===== config.mk =====
export PLATFORM = sky130hd
export DESIGN_NAME = serial_sub_ctrl
export DESIGN_NICKNAME = d
export VERILOG_FILES = /design/src/rtl/serial_sub_pkg.sv /design/src/rtl/serial_sub_ctrl_sub.sv /design/src/rtl/serial_sub_ctrl.sv
export SDC_FILE = /design/constraint.sdc
export NUM_CORES = 1
export LEC_CHECK = 0
export BUFFER_PORTS_ARGS = -buffer_cell sky130_fd_sc_hd__buf_2
export CAP_MARGIN = 30
export CORE_MARGIN = 4
export CORE_UTILIZATION = 40
export DETAILED_ROUTE_END_ITERATION = 7
export GPL_ROUTABILITY_DRIVEN = 0
export GPL_TIMING_DRIVEN = 0
export PLACE_DENSITY = 0.62
export REMOVE_ABC_BUFFERS = 1
export SYNTH_ARGS = -nofsm -noshare
export SYNTH_HDL_FRONTEND = slang
export SYNTH_HIERARCHICAL = 1
export SYNTH_SLANG_ARGS = --single-unit

===== constraint.sdc =====
create_clock -name clk -period 1.6 [get_ports clk]
set_clock_uncertainty 0.2 [all_clocks]
set_input_delay 0.16 -clock clk [delete_from_list [all_inputs] [get_ports clk]]
set_output_delay 0.16 -clock clk [all_outputs]
set_load 0.005 [all_outputs]

===== src/rtl/serial_sub_pkg.sv =====
// -----------------------------------------------------------------------------
// serial_sub_pkg
// Shared types and helpers for the bit-serial subtractor sequencer.
//   state_t     : FSM state encoding (IDLE, RUN, DONE), 2 bits.
//   cnt_width() : width of the bit counter for a given operand width.
// -----------------------------------------------------------------------------
package serial_sub_pkg;

    typedef enum logic [1:0] {
        IDLE = 2'd0,
        RUN  = 2'd1,
        DONE = 2'd2
    } state_t;

    // The counter only has to reach WIDTH-1, so clog2(WIDTH) bits suffice.
    // Clamped to 1 so a degenerate width still yields a legal vector.
    function automatic int cnt_width(input int width);
        return (width <= 2) ? 1 : $clog2(width);
    endfunction

endpackage


===== src/rtl/serial_sub_ctrl_sub.sv =====
// -----------------------------------------------------------------------------
// sub
// Existing 1-bit full-subtractor cell: computes a - b - cin.
// Ports:
//   a, b  : operand bits
//   cin   : borrow in
//   s     : difference bit
//   cout  : borrow out
// -----------------------------------------------------------------------------
module sub (
    input  logic a,
    input  logic b,
    input  logic cin,
    output logic s,
    output logic cout
);

    assign s    = a ^ b ^ cin;
    assign cout = (~a & b) | (~(a ^ b) & cin);

endmodule


===== src/rtl/serial_sub_ctrl.sv =====
// -----------------------------------------------------------------------------
// serial_sub_ctrl
// Multi-cycle WIDTH-bit subtractor (A - B - bin) built by running the 1-bit
// `sub` cell once per clock, LSB first, with the borrow kept in a register.
//
// Handshake: start is sampled only in IDLE. An accepted start captures
// a_in/b_in/bin; busy is high for the WIDTH shifting cycles (RUN); done pulses
// for exactly one cycle (DONE) when diff/bout are valid. Starts seen in RUN or
// DONE are dropped. diff/bout then hold until the next accepted start.
//
// Ports:
//   clk        : clock, rising edge
//   rst        : asynchronous active-low reset
//   start      : request pulse
//   a_in, b_in : minuend / subtrahend (WIDTH bits)
//   bin        : initial borrow into bit 0
//   diff       : result modulo 2^WIDTH
//   bout       : borrow out of the MSB
//   busy       : high in RUN
//   done       : one-cycle result-valid pulse
//   ovf        : signed overflow (only when SERIAL_SUB_OVF_EN is defined)
//   dbg_state  : current FSM state, for observation only
//
// Build option: define SERIAL_SUB_OVF_EN to add the ovf port and its logic.
// -----------------------------------------------------------------------------
module serial_sub_ctrl
    import serial_sub_pkg::*;
#(
    parameter int WIDTH = 8
) (
    input  logic             clk,
    input  logic             rst,
    input  logic             start,
    input  logic [WIDTH-1:0] a_in,
    input  logic [WIDTH-1:0] b_in,
    input  logic             bin,
    output logic [WIDTH-1:0] diff,
    output logic             bout,
    output logic             busy,
    output logic             done,
`ifdef SERIAL_SUB_OVF_EN
    output logic             ovf,
`endif
    output logic [1:0]       dbg_state
);

    localparam int CW = cnt_width(WIDTH);

    state_t           state_q, state_d;
    logic [CW-1:0]    cnt_q;
    logic [WIDTH-1:0] a_sr, b_sr, diff_sr;
    logic             borrow_q;
    logic             cell_s, cell_cout;
    logic             last_bit;

    assign last_bit = (cnt_q == CW'(WIDTH - 1));

    sub u_sub (
        .a    (a_sr[0]),
        .b    (b_sr[0]),
        .cin  (borrow_q),
        .s    (cell_s),
        .cout (cell_cout)
    );

    // State register
    always_ff @(posedge clk or negedge rst) begin
        if (!rst) state_q <= IDLE;
        else      state_q <= state_d;
    end

    // Next-state logic
    always_comb begin
        state_d = state_q;
        case (state_q)
            IDLE:    if (start) state_d = RUN;
            RUN:     if (last_bit) state_d = DONE;
            DONE:    state_d = IDLE;
            default: state_d = IDLE;
        endcase
    end

    // Datapath: operand shifters, result shifter, borrow and bit counter
    always_ff @(posedge clk or negedge rst) begin
        if (!rst) begin
            a_sr     <= '0;
            b_sr     <= '0;
            diff_sr  <= '0;
            borrow_q <= 1'b0;
            cnt_q    <= '0;
        end else begin
            case (state_q)
                IDLE: begin
                    if (start) begin
                        a_sr     <= a_in;
                        b_sr     <= b_in;
                        borrow_q <= bin;
                        cnt_q    <= '0;
                    end
                end
                RUN: begin
                    // Bits arrive LSB first, so each new bit enters at the
                    // MSB; after WIDTH shifts bit 0 sits at position 0.
                    diff_sr  <= {cell_s, diff_sr[WIDTH-1:1]};
                    borrow_q <= cell_cout;
                    a_sr     <= {1'b0, a_sr[WIDTH-1:1]};
                    b_sr     <= {1'b0, b_sr[WIDTH-1:1]};
                    if (!last_bit) cnt_q <= cnt_q + CW'(1);
                end
                default: ;
            endcase
        end
    end

`ifdef SERIAL_SUB_OVF_EN
    // Operand sign bits are kept separately because the shifters consume them.
    logic [1:0] msb_q;
    logic       ovf_q;

    always_ff @(posedge clk or negedge rst) begin
        if (!rst) begin
            msb_q <= 2'b00;
            ovf_q <= 1'b0;
        end else begin
            if (state_q == IDLE && start) begin
                msb_q <= {a_in[WIDTH-1], b_in[WIDTH-1]};
                ovf_q <= 1'b0;
            end else if (state_q == RUN && last_bit) begin
                // On the final shift the cell output is the result MSB.
                ovf_q <= (msb_q[1] ^ msb_q[0]) & (msb_q[1] ^ cell_s);
            end
        end
    end

    assign ovf = ovf_q;
`endif

    assign diff      = diff_sr;
    assign bout      = borrow_q;
    assign busy      = (state_q == RUN);
    assign done      = (state_q == DONE);
    assign dbg_state = state_q;

endmodule


; ---- Word level (Yosys, flattened, before mapping)
; Index checks and enable logic that the tools add are counted.
[word_totals]
input_bits = 20
wordCells = 37
output_inout_bits = 13
ff_bits = 30
[classes]
addsub = 1
muxes = 12
n_bitwise = 7
reduce_logical = 5
eq_ne = 6
[ops]
columns = cell, count
row1 = 8-bit one-hot mux with 2 select lines, 2
row2 = 8-bit 2-to-1 mux, 2
row3 = 3-bit 2-to-1 mux, 2
row4 = 3-bit one-hot mux with 2 select lines, 1
row5 = 2-bit 2-to-1 mux, 2
row6 = 2-bit != test (second input constant), 2
row7 = 2-bit one-hot mux with 2 select lines, 1
row8 = 2-bit AND reduction, 2
row9 = 3-bit by 1-bit adder with 3-bit output (second input constant), 1
row10 = 3-bit == test (second input constant), 1
row11 = 3-bit AND reduction, 1
row12 = 1-bit bitwise AND, 2
row13 = 2-bit by 1-bit == test with 1-bit output (second input constant), 1
row14 = 2-bit == test (second input constant), 1
row15 = 2-bit zero test, 1
row16 = 2-bit by 1-bit != test with 1-bit output (second input constant), 1
row17 = 1-bit inverter, 2
row18 = 1-bit one-hot mux with 2 select lines, 1
row19 = 2-bit nonzero test, 1
row20 = 1-bit bitwise XOR, 2
row21 = 1-bit 2-to-1 mux, 1
row22 = 1-bit bitwise OR, 1

; ---- Logic depth before layout (Yosys ltp)
; Gate-level depths: netlist of run 1.
[depth]
word_depth = 5
ltp_mapped = 6

; ---- By module
; Netlist of run 1, hierarchy kept.
[by_module_without_submodules]
columns = module, cells_per_inst, n_inst, seq_area_each_um2, area_per_inst_um2
row1 = serial_sub_ctrl, 143, 1, 750.7, 1437.6
row2 = sub, 4, 1, 0.0, 31.3

; ---- Worst setup path before layout of run 1
; OpenSTA, ideal clock, no wires.
[synth_path]
path_kind = register to register
from = reg cnt_q[0]
to = reg cnt_q[0]
slack_ps = 33
n_path_buf = 0
setup_ps = 121
period_less_slack_ps = 1567
path_stages_with_launch = 5
t_arrival_ps = 1246
path_cell_list = dfrtp_1 ha_1 ha_1 mux2_1 a22o_1
[synth_via]
elab_chain_len = 3
elab_cells_between_ends = 6
classes_between = 1 x add/sub / 2 x eq/ne / 2 x mux / 1 x reduce/logical
[synth_lines]
columns = element, line_no
row1 = start: declaration, serial_sub_ctrl.sv:50  ; logic [CW-1:0] cnt_q;
row2 = start signal: assignment, serial_sub_ctrl.sv:108  ; if (!last_bit) cnt_q <= cnt_q + CW'(1);
row3 = 3-bit by 1-bit adder with 3-bit output or 3-bit == test (tied branches), "serial_sub_ctrl.sv:108, serial_sub_ctrl.sv:56"
row4 = 3-bit 2-to-1 mux or 2-bit != test (tied branches), --
row5 = 3-bit one-hot mux with 2 select lines or 3-bit AND reduction (tied branches), --
; Parallel ways exist; a longest one is shown, timed or not. The select of a mux whose other input is x is not followed.
; A chain may end at the register's enable or synchronous reset.

; ---- Final worst setup path of run 1
[layout_path]
from = reg state_q[1] (netlist: dbg_state[1])
to = reg a_sr[6]
[layout_via]
elab_chain_len = 3
elab_cells_between_ends = 6
classes_between = 2 x eq/ne / 1 x mux / 3 x reduce/logical
[layout_lines]
columns = element, line_no
row1 = start: declaration, serial_sub_ctrl.sv:49  ; state_t state_q, state_d;
row2 = start signal: assignment, serial_sub_ctrl.sv:69  ; else state_q <= state_d;
row3 = 2-bit by 1-bit == test with 1-bit output or 2-bit zero test (tied branches), serial_sub_ctrl.sv:92  ; case (state_q)
row4 = 2-bit nonzero test (no source line) or 2-bit != test (tied branches), --
row5 = 2-bit AND reduction (no source line), --
row6 = end signal: assignment, serial_sub_ctrl.sv:95  ; a_sr <= a_in;
row7 = end signal: assignment, serial_sub_ctrl.sv:106  ; a_sr <= {1'b0, a_sr[WIDTH-1:1]};
row8 = end: declaration, serial_sub_ctrl.sv:51  ; logic [WIDTH-1:0] a_sr, b_sr, diff_sr;
; Parallel ways exist; a longest one is shown, timed or not.

==> results of run 1 <==
-- worst reg2reg max path: stages, from the launching register on --
cell	delay (ps)
dfrtp_4	480
buf_6	140
or4b_1	500
o21ai_1	90
a21oi_1	50
-- flip-flops by register name, indices dropped and copies added (netlist names) --
register / cells
diff: 8
b_sr: 8
cnt_q: 3
bout: 1
dbg_state: 2
a_sr: 8
-- repair_timing --
item | in CTS | in global routing
endpoints found under the setup margin | 32 | 19
endpoints found under the hold margin | 32 | 0
setup buffers | 6 | 9
hold buffers | 3 | 0
gates cloned | 0 | 1
pin swaps | 1 | 3
resized for setup | 14 | 6
-- power by group through the flow --
| stage | clock, W | combinational (W) | sequential (W) |
|---|---|---|---|
| floorplan | 0 | 0.000804 | 0.00132 |
| global placement | 0 | 0.00109 | 0.00136 |
| detailed placement | 0 | 0.00114 | 0.00138 |
| CTS | 0.000967 | 0.00138 | 0.00133 |
| global route | 0.000996 | 0.00177 | 0.00138 |
| finish | 0.000951 | 0.00158 | 0.00133 |
-- worst max path at each step --
stage | startpoint | end | cells after the start
6_report | dbg_state[1] | a_sr[6] | 4
5_1_grt | cnt_q[1] | cnt_q[0] | 5
4_1_cts | dbg_state[1] | busy | 3
3_5_place_dp | dbg_state[1] | bout | 3
3_3_place_gp | dbg_state[1] | b_sr[4] | 3
2_1_floorplan | dbg_state[1] | b_sr[0] | 3
-- synth_stat cells --
cell,count,area share
nand2_1,35,0.089
dfrtp_1,30,0.51
o21ai_1,12,0.041
nand2b_1,11,0.047
a221o_1,9,0.061
inv_1,6,0.015
a22o_1,5,0.030
buf_2,4,0.014
a2bb2oi_1,3,0.018
nor2_1,3,0.0077
o22a_1,3,0.018
a211oi_2,2,0.017
a21oi_1,2,0.0068
buf_4,2,0.010
buf_6,2,0.015
ha_1,2,0.017
nor2b_1,2,0.0085
nor3_1,2,0.0068
nor3b_1,2,0.010
o21ai_0,2,0.0068
and2_1,1,0.0043
clkbuf_1,1,0.0026
fa_1,1,0.014
inv_4,1,0.0043
mux2_1,1,0.0077
nand2b_2,1,0.0060
or2_1,1,0.0043
or4b_1,1,0.0068
-- metrics by stage --
| step | instance area [um^2] | setup TNS, ps | hold WS [ps] |
|---|---|---|---|
| 2_1_floorplan | 1408 | -4861 | -335.6 |
| 3_3_place_gp | 1625 | -14940 | 24.68 |
| 3_5_place_dp | 1625 | -15400 | 30.11 |
| 4_1_cts | 1919 | -2.374 | 19.95 |
| 5_1_grt | 2009 | -35.52 | 58.62 |
| 6_report | 2009 | 0 | 24.98 |
-- placed cells by master (no fill, tap or decap), types with 2 or more instances in the layout --
cell type      Yosys  layout
a21oi_1            2       2
nor3b_1            2       2
buf_4              2      10
a2bb2oi_1          3       3
nor3_1             2       2
buf_2              4      31
inv_1              6       6
nand2b_1          11      10
nand2b_4           0       2
buf_6              2       3
dlygate4sd3_1      0       3
a22o_1             5       5
dfrtp_1           30      28
o21ai_1           12      13
a211oi_2           2       2
nor2b_1            2       2
nand2_1           35      35
o22a_1             3       3
clkbuf_8           0       6
buf_12             0       2
bufinv_16          0       2
a221o_1            9       9
-- per-layer routing --
layer / global-route usage / up-vias / share of wire
met3: 0.04376 / 10 / 0.058
met4: 0.07444 / 0 / 0.024
met2: 0.2527 / 29 / 0.49
met1: 0.1844 / 572 / 0.43
met5: 0 / - / 0
li1: - / 610 / -
-- cells by family (layout without fill, tap and decap cells) --
group                      count (synthesis)  after routing  synth area share
and+or+nand+nor                           59             59            0.1908
AOI/OAI and AO/OA                         38             38            0.1985
DFF                                       30             30            0.5111
buffers and inverters                     16             65           0.06132
adders and majority gates                  3              3           0.03066
muxes                                      1              1          0.007666
-- layout make-up --
type,count,area (um^2)
Multi-Input combinational cell,101,671.9
Sequential cell,30,755.7
Tap cell,46,57.56
Timing Repair inverter,1,8.758
Clock inverter,2,60.06
Inverter,7,38.79
Timing Repair Buffer,49,334.1
Clock buffer,6,82.58
Fill cell,304,1433
==> impl_results.html, run 1 <==
<table>
<tr><th>Metric</th><th>Value</th></tr>
<tr><th colspan="2">Floorplan</th></tr>
<tr><td>Effective utilization at floorplan</td><td>0.4268</td></tr>
<tr><td>Floorplan core area</td><td>3442 um^2</td></tr>
<tr><td>Die X-Extent</td><td>68.60 um</td></tr>
<tr><td>Full die area</td><td>4706 um^2</td></tr>
<tr><td>Placement row count</td><td>21</td></tr>
<tr><td>Number of top-level design ports</td><td>33</td></tr>
<tr><td>Y dimension of the die</td><td>68.60 um</td></tr>
<tr><th colspan="2">Setup path</th></tr>
<tr><td>Critical Path End Type</td><td>flip-flop</td></tr>
<tr><td>Worst setup SP type</td><td>flip-flop</td></tr>
<tr><td>Critical Path, Cell by Cell</td><td>buf_6, or4b_1, o21ai_1, a21oi_1</td></tr>
<tr><td>CP Data Required Time</td><td>1570 ps</td></tr>
<tr><td>R2r setup slk</td><td>30 ps</td></tr>
<tr><td>Critical path data arrival time</td><td>1540 ps</td></tr>
<tr><td>R2R depth</td><td>4</td></tr>
<tr><td>Crit Reg-Reg Startpoint</td><td>dbg_state[1]</td></tr>
<tr><td>Worst path max stage delay</td><td>490 ps</td></tr>
<tr><td>Worst flop-to-flop path endpoint</td><td>a_sr[6]</td></tr>
<tr><td>Number of buffers and inverters on the critical path</td><td>1</td></tr>
<tr><td>Crit path kind</td><td>reg2reg</td></tr>
<tr><td>Slowest library cell on the worst path</td><td>or4b_1</td></tr>
<tr><td>CP Max Fanout</td><td>6</td></tr>
<tr><td>Cell type group with the largest total delay on the critical path</td><td>simple AND/OR/NAND/NOR gates</td></tr>
<tr><th colspan="2">Clocking</th></tr>
<tr><td>Clock Latency Late Sink</td><td>280 ps</td></tr>
<tr><td>Count of H-tree levels built during CTS</td><td>2</td></tr>
<tr><td>Maximum clock path buffer count</td><td>2</td></tr>
<tr><td>TritonCTS Buffers</td><td>5</td></tr>
<tr><td>Clock tree from TritonCTS</td><td>built</td></tr>
<tr><td>Number of sinks driven by the clock tree</td><td>30</td></tr>
<tr><td>Master cell of the clock root buffer</td><td>clkbuf_8</td></tr>
<tr><td>Worst-path clk slew</td><td>60 ps</td></tr>
<tr><th colspan="2">Pwr</th></tr>
<tr><td>Post-layout total power</td><td>0.003863 W</td></tr>
<tr><td>Total power density per cell area</td><td>1922 nW/um^2</td></tr>
<tr><td>Maximum resistive drop on vdd</td><td>0.8465 mV</td></tr>
<tr><td>Internal power</td><td>0.002607 W</td></tr>
<tr><td>Leak Pwr</td><td>0.9923 nW</td></tr>
<tr><td>Switching Fraction</td><td>0.3250</td></tr>
<tr><td>Sequential group share of total power</td><td>0.345</td></tr>
<tr><td>Part of the total power dissipated in combinational logic</td><td>0.409</td></tr>
<tr><td>Power spent charging and discharging nets</td><td>0.001256 W</td></tr>
<tr><td>Clk pwr share</td><td>0.246</td></tr>
<tr><th colspan="2">Logic synthesis</th></tr>
<tr><td>Number of unique standard cell types used by synthesis</td><td>28</td></tr>
<tr><td>Combined area of all synthesized cells</td><td>1469 um^2</td></tr>
<tr><td>Warnings from Yosys</td><td>6</td></tr>
<tr><td>Synthesized flop and latch total</td><td>30</td></tr>
<tr><td>Avg Cell Area, Syn</td><td>9.993 um^2</td></tr>
<tr><td>Fraction of the yosys area taken by sequential cells</td><td>0.5111</td></tr>
<tr><td>Gate count after technology mapping</td><td>147</td></tr>
<tr><th colspan="2">Hold path</th></tr>
<tr><td>Origin of the worst min-delay path</td><td>a_in[2]</td></tr>
<tr><td>Min-Delay Path Depth</td><td>3</td></tr>
<tr><td>Path type of the worst min-delay path</td><td>in2reg</td></tr>
<tr><td>Worst hold path endpoint</td><td>a_sr[2]</td></tr>
<tr><th colspan="2">Detailed routing</th></tr>
<tr><td>Pre-antenna DRT Iters</td><td>4</td></tr>
<tr><td>Remaining antenna violation count after routing</td><td>0</td></tr>
<tr><td>DR iter-0 viols</td><td>59</td></tr>
<tr><td>Vias per cell</td><td>5.045</td></tr>
<tr><td>Per-cell routed wire length</td><td>13.68 um</td></tr>
<tr><td>Total Wirelength</td><td>3.310 mm</td></tr>
<tr><td>Overall via count from detail_route</td><td>1221</td></tr>
<tr><td># DRC</td><td>0</td></tr>
<tr><th colspan="2">Layout</th></tr>
<tr><td>Net total in the final layout</td><td>218</td></tr>
<tr><td>Area grow syn2layout</td><td>36.80%</td></tr>
<tr><td>Final cell count without fillers</td><td>242</td></tr>
<tr><td>Fraction of layout cells with a size suffix above 1</td><td>0.3469</td></tr>
<tr><td>Diodes inserted</td><td>0</td></tr>
<tr><td>End-of-flow core utilization</td><td>0.5838</td></tr>
<tr><th colspan="2">GRT</th></tr>
<tr><td>Number of global-route vias before repair</td><td>1165</td></tr>
<tr><td>Pin count of the biggest net entering global routing</td><td>31</td></tr>
<tr><td>Wire length of the first global-routing pass</td><td>5.313 mm</td></tr>
<tr><td>Global route total overflow</td><td>0</td></tr>
<tr><td>Antenna violations before repair</td><td>0</td></tr>
<tr><td>Global router's overall resource usage</td><td>0.1540</td></tr>
<tr><th colspan="2">Placement</th></tr>
<tr><td>Count of input and output buffers</td><td>32</td></tr>
<tr><td>Number of cells after detailed placement</td><td>216</td></tr>
<tr><td>Worst-case setup slack after placement</td><td>-710.6 ps</td></tr>
<tr><td>Half-perimeter wire length after placement</td><td>2.072 mm</td></tr>
<tr><th colspan="2">Timing</th></tr>
<tr><td>Min Tclk post-route</td><td>1566 ps</td></tr>
<tr><td>Share of the clock period used by the worst path</td><td>0.9790</td></tr>
<tr><td>Max-slew violation count</td><td>0</td></tr>
<tr><td>Slew at the pin closest to its max-slew limit</td><td>655.5 ps</td></tr>
<tr><td>Fin. Hold Viols</td><td>0</td></tr>
<tr><td>Top achievable clock speed</td><td>638.4 MHz</td></tr>
<tr><td>Unrepaired setup endpoints after global routing</td><td>true</td></tr>
<tr><td>Setup violations, final</td><td>0</td></tr>
<tr><td>Max transition margin</td><td>0.5630</td></tr>
<tr><td>Post-layout worst setup margin</td><td>33.55 ps</td></tr>
<tr><th colspan="2">Outcome</th></tr>
<tr><td>Outcome</td><td>finished, final reports clean</td></tr>
<tr><th colspan="2">Job</th></tr>
<tr><td>Max_cap viols</td><td>0</td></tr>
</table>
Power figures use the tool's default switching activity.
==> run 2: changes to the inputs <==
--- a/config.mk
+++ b/config.mk
@@ -12,7 +12,7 @@
 export DETAILED_ROUTE_END_ITERATION = 7
 export GPL_ROUTABILITY_DRIVEN = 0
 export GPL_TIMING_DRIVEN = 0
-export PLACE_DENSITY = 0.62
+export PLACE_DENSITY = 0.6
 export REMOVE_ABC_BUFFERS = 1
 export SYNTH_ARGS = -nofsm -noshare
 export SYNTH_HDL_FRONTEND = slang
==> constraint.sdc (replaced) <==
create_clock -name clk -period 1.7 [get_ports clk]
set_clock_uncertainty 0.2 [all_clocks]
set_input_delay 0.17 -clock clk [delete_from_list [all_inputs] [get_ports clk]]
set_output_delay 0.17 -clock clk [all_outputs]
set_load 0.005 [all_outputs]
==> impl_results.html, run 2 (same netlist as run 1, synthesis figures left out) <==
<table>
<tr><th>Metric</th><th>Value</th></tr>
<tr><th colspan="2">Outcome</th></tr>
<tr><td>Outcome</td><td>finished, final reports clean</td></tr>
<tr><th colspan="2">Floorplan</th></tr>
<tr><td>Die X-Extent</td><td>68.60 um</td></tr>
<tr><td>Number of top-level design ports</td><td>33</td></tr>
<tr><td>Effective utilization at floorplan</td><td>0.4268</td></tr>
<tr><td>Floorplan core area</td><td>3442 um^2</td></tr>
<tr><td>Full die area</td><td>4706 um^2</td></tr>
<tr><td>Placement row count</td><td>21</td></tr>
<tr><td>Y dimension of the die</td><td>68.60 um</td></tr>
<tr><th colspan="2">GRT</th></tr>
<tr><td>Wire length of the first global-routing pass</td><td>5.313 mm</td></tr>
<tr><td>Global router's overall resource usage</td><td>0.1563</td></tr>
<tr><td>Antenna violations before repair</td><td>0</td></tr>
<tr><td>Global route total overflow</td><td>0</td></tr>
<tr><td>Pin count of the biggest net entering global routing</td><td>31</td></tr>
<tr><td>Number of global-route vias before repair</td><td>1182</td></tr>
<tr><th colspan="2">Pwr</th></tr>
<tr><td>Maximum resistive drop on vdd</td><td>0.5755 mV</td></tr>
<tr><td>Post-layout total power</td><td>0.003053 W</td></tr>
<tr><td>Total power density per cell area</td><td>1652 nW/um^2</td></tr>
<tr><td>Leak Pwr</td><td>0.9127 nW</td></tr>
<tr><th colspan="2">Detailed routing</th></tr>
<tr><td>Per-cell routed wire length</td><td>14.25 um</td></tr>
<tr><td>Total Wirelength</td><td>3.305 mm</td></tr>
<tr><td>Vias per cell</td><td>5.073</td></tr>
<tr><td># DRC</td><td>0</td></tr>
<tr><td>Remaining antenna violation count after routing</td><td>0</td></tr>
<tr><td>Pre-antenna DRT Iters</td><td>4</td></tr>
<tr><td>Overall via count from detail_route</td><td>1177</td></tr>
<tr><td>DR iter-0 viols</td><td>41</td></tr>
<tr><th colspan="2">Setup path</th></tr>
<tr><td>Critical Path End Type</td><td>output pin</td></tr>
<tr><td>Critical Path, Cell by Cell</td><td>nand2b_4, inv_8, buf_6</td></tr>
<tr><td>Worst setup SP type</td><td>flip-flop</td></tr>
<tr><td>Slowest library cell on the worst path</td><td>dfrtp_4</td></tr>
<tr><td>Worst path max stage delay</td><td>570 ps</td></tr>
<tr><td>Crit path kind</td><td>reg2out</td></tr>
<tr><td>Cell type group with the largest total delay on the critical path</td><td>flip-flops</td></tr>
<tr><td>CP Data Required Time</td><td>1330 ps</td></tr>
<tr><td>Critical path data arrival time</td><td>1250 ps</td></tr>
<tr><td>Crit Reg-Reg Startpoint</td><td>dbg_state[0]</td></tr>
<tr><td>Number of buffers and inverters on the critical path</td><td>2</td></tr>
<tr><td>CP Max Fanout</td><td>19</td></tr>
<tr><td>Source of the critical timing path</td><td>dbg_state[0]</td></tr>
<tr><th colspan="2">Clocking</th></tr>
<tr><td>Clock Latency Late Sink</td><td>270 ps</td></tr>
<tr><td>Number of sinks driven by the clock tree</td><td>30</td></tr>
<tr><td>Worst-path clk slew</td><td>60 ps</td></tr>
<tr><td>Count of H-tree levels built during CTS</td><td>2</td></tr>
<tr><td>Master cell of the clock root buffer</td><td>clkbuf_8</td></tr>
<tr><td>TritonCTS Buffers</td><td>5</td></tr>
<tr><td>Maximum clock path buffer count</td><td>2</td></tr>
<tr><td>Clock tree from TritonCTS</td><td>built</td></tr>
<tr><th colspan="2">Timing</th></tr>
<tr><td>Min Tclk post-route</td><td>1621 ps</td></tr>
<tr><td>Slew at the pin closest to its max-slew limit</td><td>662.9 ps</td></tr>
<tr><td>Share of the clock period used by the worst path</td><td>0.9534</td></tr>
<tr><td>Top achievable clock speed</td><td>617.0 MHz</td></tr>
<tr><td>Worst hold-check slack</td><td>53.65 ps</td></tr>
<tr><td>Setup violations, final</td><td>0</td></tr>
<tr><td>Fin. Hold Viols</td><td>0</td></tr>
<tr><td>Total negative slack</td><td>0 ps</td></tr>
<tr><td>Max transition margin</td><td>0.5581</td></tr>
<tr><td>Max-slew violation count</td><td>0</td></tr>
<tr><th colspan="2">Layout</th></tr>
<tr><td>Most used cells in the layout excluding fill and tap cells</td><td>nand2_1, buf_2, dfrtp_1, o21ai_1, nand2b_1</td></tr>
<tr><td>Fraction of layout cells with a size suffix above 1</td><td>0.2957</td></tr>
<tr><td>Diodes inserted</td><td>0</td></tr>
<tr><td>Filler cell count</td><td>324</td></tr>
<tr><td>Net total in the final layout</td><td>210</td></tr>
<tr><td>Most common cell after layout, fill and taps aside</td><td>nand2_1</td></tr>
<tr><td>Area grow syn2layout</td><td>25.81%</td></tr>
<tr><td>Final design area excluding fillers</td><td>1848 um^2</td></tr>
<tr><th colspan="2">Placement</th></tr>
<tr><td>Count of input and output buffers</td><td>32</td></tr>
<tr><td>Placed cell areas</td><td>1625 um^2</td></tr>
<tr><td>Half-perimeter wire length after placement</td><td>2.117 mm</td></tr>
<tr><th colspan="2">Hold path</th></tr>
<tr><td>Path type of the worst min-delay path</td><td>in2reg</td></tr>
<tr><td>Origin of the worst min-delay path</td><td>a_in[4]</td></tr>
<tr><th colspan="2">Job</th></tr>
<tr><td>Max_cap viols</td><td>0</td></tr>
</table>
run 2: path summary, 6_finish.rpt:
kind                       cells past startpoint  slack [ps]            to
hold reg to reg                                2         290       diff[3]
min in group asynchronous                      2         270      cnt_q[2]
setup / recovery                               3          80          busy
max in group asynchronous                      2         530  dbg_state[0]
setup reg to reg                               3          90       a_sr[6]
hold / removal                                 3          50       a_sr[4]
run 2: final cells by class:
type,instances,area [um^2],area share
Sequential cell,30,758.2,0.4103
Multi-Input combinational cell,101,663.1,0.3588
Timing Repair Buffer,42,252.7,0.1368
Clock buffer,6,82.58,0.04469
Tap cell,46,57.56,0.03114
Inverter,7,33.78,0.01828
run 2: metal layers:
metal,GRT usage,routed length [um],part of all wire
met1,0.1820,1463,0.44
met2,0.2527,1633,0.49
met3,0.05024,175,0.053
met4,0.08685,33,0.010
met5,0,0,0
run 2: worst register-to-register path: stages, from the launching register on:
cell and delay, ps:
dfrtp_4 570, or4b_1 550, o21ai_0 110, a21oi_1 60
run 2: timing repair:
action,in CTS,in global routing
gates resized for setup,10,5
buffers inserted,1,6
hold endpoints to repair,32,0
setup endpoints to repair,32,13
hold buffers,3,0
pin swaps,0,2
run 2: power breakdown:
part | switching (W) | total [W] | internal, W
clock network | 0.000239 | 0.000550 | 0.000311
logic | 0.000591 | 0.00122 | 0.000624
registers | 0.000257 | 0.00129 | 0.00103
run 2: per-stage QoR:
stage,utilization,setup WS [ps],cells
global placement,0.4722,-577.4,216
CTS,0.5173,-41.14,226
global route,0.5369,-3.575,232
floorplan,-,-244.5,138
detailed placement,0.4722,-593.3,216
finish,0.5369,79.25,232
==> run 3: changes to the inputs <==
==> constraint.sdc (replaced) <==
create_clock -name clk -period 1.6 [get_ports clk]
set_clock_uncertainty 0.2 [all_clocks]
set_input_delay 0.16 -clock clk [delete_from_list [all_inputs] [get_ports clk]]
set_output_delay 0.16 -clock clk [all_outputs]
set_load 0.005 [all_outputs]
==> impl_results.html, run 3 (same netlist as run 1, synthesis figures left out) <==
<table>
<tr><th>Metric</th><th>Value</th></tr>
<tr><th colspan="2">Outcome</th></tr>
<tr><td>Outcome</td><td>finished, final reports clean</td></tr>
<tr><th colspan="2">Layout</th></tr>
<tr><td>Filler cell count</td><td>318</td></tr>
<tr><td>Fraction of layout cells with a size suffix above 1</td><td>0.3351</td></tr>
<tr><td>Most common cell after layout, fill and taps aside</td><td>nand2_1</td></tr>
<tr><td>Most used cells in the layout excluding fill and tap cells</td><td>nand2_1, buf_2, dfrtp_1, o21ai_1</td></tr>
<tr><td>Net total in the final layout</td><td>215</td></tr>
<tr><td>Diodes inserted</td><td>0</td></tr>
<tr><td>Final cell count without fillers</td><td>237</td></tr>
<tr><td>Area grow syn2layout</td><td>29.64%</td></tr>
<tr><td>End-of-flow core utilization</td><td>0.5533</td></tr>
<tr><td>Final design area excluding fillers</td><td>1904 um^2</td></tr>
<tr><th colspan="2">Floorplan</th></tr>
<tr><td>Number of top-level design ports</td><td>33</td></tr>
<tr><td>Effective utilization at floorplan</td><td>0.4268</td></tr>
<tr><td>Die X-Extent</td><td>68.60 um</td></tr>
<tr><td>Floorplan core area</td><td>3442 um^2</td></tr>
<tr><td>Placement row count</td><td>21</td></tr>
<tr><td>Full die area</td><td>4706 um^2</td></tr>
<tr><td>Y dimension of the die</td><td>68.60 um</td></tr>
<tr><th colspan="2">Placement</th></tr>
<tr><td>Placed cell areas</td><td>1625 um^2</td></tr>
<tr><td>Number of cells after detailed placement</td><td>216</td></tr>
<tr><td>Worst-case setup slack after placement</td><td>-693.3 ps</td></tr>
<tr><td>Half-perimeter wire length after placement</td><td>2.117 mm</td></tr>
<tr><td>Count of input and output buffers</td><td>32</td></tr>
<tr><th colspan="2">Timing</th></tr>
<tr><td>Total negative slack</td><td>0 ps</td></tr>
<tr><td>Max-slew violation count</td><td>0</td></tr>
<tr><td>Min Tclk post-route</td><td>1576 ps</td></tr>
<tr><td>Setup violations, final</td><td>0</td></tr>
<tr><td>Share of the clock period used by the worst path</td><td>0.9849</td></tr>
<tr><td>Slew at the pin closest to its max-slew limit</td><td>661.8 ps</td></tr>
<tr><td>Top achievable clock speed</td><td>634.6 MHz</td></tr>
<tr><td>Fin. Hold Viols</td><td>0</td></tr>
<tr><td>Unrepaired setup endpoints after global routing</td><td>true</td></tr>
<tr><td>Max transition margin</td><td>0.5588</td></tr>
<tr><td>Post-layout worst setup margin</td><td>24.11 ps</td></tr>
<tr><th colspan="2">Job</th></tr>
<tr><td>Max_cap viols</td><td>0</td></tr>
<tr><th colspan="2">Detailed routing</th></tr>
<tr><td>Overall via count from detail_route</td><td>1217</td></tr>
<tr><td>Met1 Wirelength</td><td>1.491 mm</td></tr>
<tr><td>Uppermost signal routing layer after detailed routing</td><td>met4</td></tr>
<tr><td>Met2 wire length</td><td>1.742 mm</td></tr>
<tr><td># DRC</td><td>0</td></tr>
<tr><td>DR iter-0 viols</td><td>33</td></tr>
<tr><td>Vias per cell</td><td>5.135</td></tr>
<tr><td>Pre-antenna DRT Iters</td><td>4</td></tr>
<tr><td>Met3 wire length</td><td>160 um</td></tr>
<tr><td>Per-cell routed wire length</td><td>14.46 um</td></tr>
<tr><td>Total Wirelength</td><td>3.427 mm</td></tr>
<tr><td>Remaining antenna violation count after routing</td><td>0</td></tr>
<tr><th colspan="2">Pwr</th></tr>
<tr><td>Maximum resistive drop on vdd</td><td>0.6129 mV</td></tr>
<tr><td>Total power density per cell area</td><td>1759 nW/um^2</td></tr>
<tr><td>Leak Pwr</td><td>0.9472 nW</td></tr>
<tr><th colspan="2">Clocking</th></tr>
<tr><td>Maximum clock path buffer count</td><td>2</td></tr>
<tr><td>Clock tree from TritonCTS</td><td>built</td></tr>
<tr><td>Count of H-tree levels built during CTS</td><td>2</td></tr>
<tr><td>Clock Latency Late Sink</td><td>270 ps</td></tr>
<tr><td>Number of sinks driven by the clock tree</td><td>30</td></tr>
<tr><td>Master cell of the clock root buffer</td><td>clkbuf_8</td></tr>
<tr><td>TritonCTS Buffers</td><td>5</td></tr>
<tr><td>Worst-path clk slew</td><td>60 ps</td></tr>
<tr><th colspan="2">GRT</th></tr>
<tr><td>Global router's overall resource usage</td><td>0.1597</td></tr>
<tr><td>Antenna violations before repair</td><td>0</td></tr>
<tr><td>Global route total overflow</td><td>0</td></tr>
<tr><td>Pin count of the biggest net entering global routing</td><td>31</td></tr>
<tr><td>Number of global-route vias before repair</td><td>1205</td></tr>
<tr><td>Wire length of the first global-routing pass</td><td>5.451 mm</td></tr>
<tr><th colspan="2">Setup path</th></tr>
<tr><td>CP Max Fanout</td><td>6</td></tr>
<tr><td>CP Data Required Time</td><td>1560 ps</td></tr>
<tr><td>Worst setup SP type</td><td>flip-flop</td></tr>
<tr><td>Critical Path End Type</td><td>flip-flop</td></tr>
<tr><td>Critical path data arrival time</td><td>1530 ps</td></tr>
<tr><td>Crit path kind</td><td>reg2reg</td></tr>
<tr><th colspan="2">Hold path</th></tr>
<tr><td>Path type of the worst min-delay path</td><td>in2reg</td></tr>
</table>
[run 3: layer usage]
metal  up-vias  GRT usage
met5         -          0
met4         0    0.08685
met3         2    0.05024
met2        23     0.2586
met1       593     0.1869
li1        599          -
[run 3: what timing repair did]
item                                   in CTS  in global routing
hold buffers                                3                  0
resized for setup                          15                  6
setup endpoints to repair                  32                  9
setup buffers                               5                  7
endpoints found under the hold margin      32                  0
pin swaps                                   0                  3
cloned                                      0                  0
[run 3: area by class of cell]
type                            count  area, um^2  area share
Clock buffer                        6       82.58     0.04336
Inverter                            7       38.79     0.02037
Tap cell                           46       57.56     0.03022
Multi-Input combinational cell    101       681.9      0.3581
Sequential cell                    30       755.7      0.3968
Timing Repair Buffer               47       287.8      0.1511
[run 3: worst paths after layout]
check                                to  slack, ps    startpoint  cells past startpoint
max in group asynchronous  dbg_state[1]        450           rst                      2
max reg2reg                    cnt_q[1]         20  dbg_state[1]                      3
min in group asynchronous      cnt_q[2]        250           rst                      2
min reg2reg                     diff[3]        290       diff[4]                      2
min                             a_sr[4]         40       a_in[4]                      3
max                            cnt_q[1]         20  dbg_state[1]                      3
[run 3: critical path: stages, from the launching register on]
cell     delay (ps)
dfrtp_4         480
buf_4           180
or2_1           330
a22o_1          270
[run 3: report_power, final]
part | switching (W) | internal, W | leakage (nW)
clock | 0.000255 | 0.000331 | 0.0431
combinational | 0.000687 | 0.000735 | 0.533
sequential | 0.000251 | 0.00109 | 0.371
total | 0.00119 | 0.00216 | 0.947
[run 3: per-stage QoR]
step | total power [W] | hold slack [ps]
after floorplan | 0.002128 | -335.6
after global placement | 0.002451 | 26.08
after detailed placement | 0.002526 | 30.58
after CTS | 0.003259 | 37.69
after global routing | 0.003637 | 51.89
final | 0.003350 | 42.73
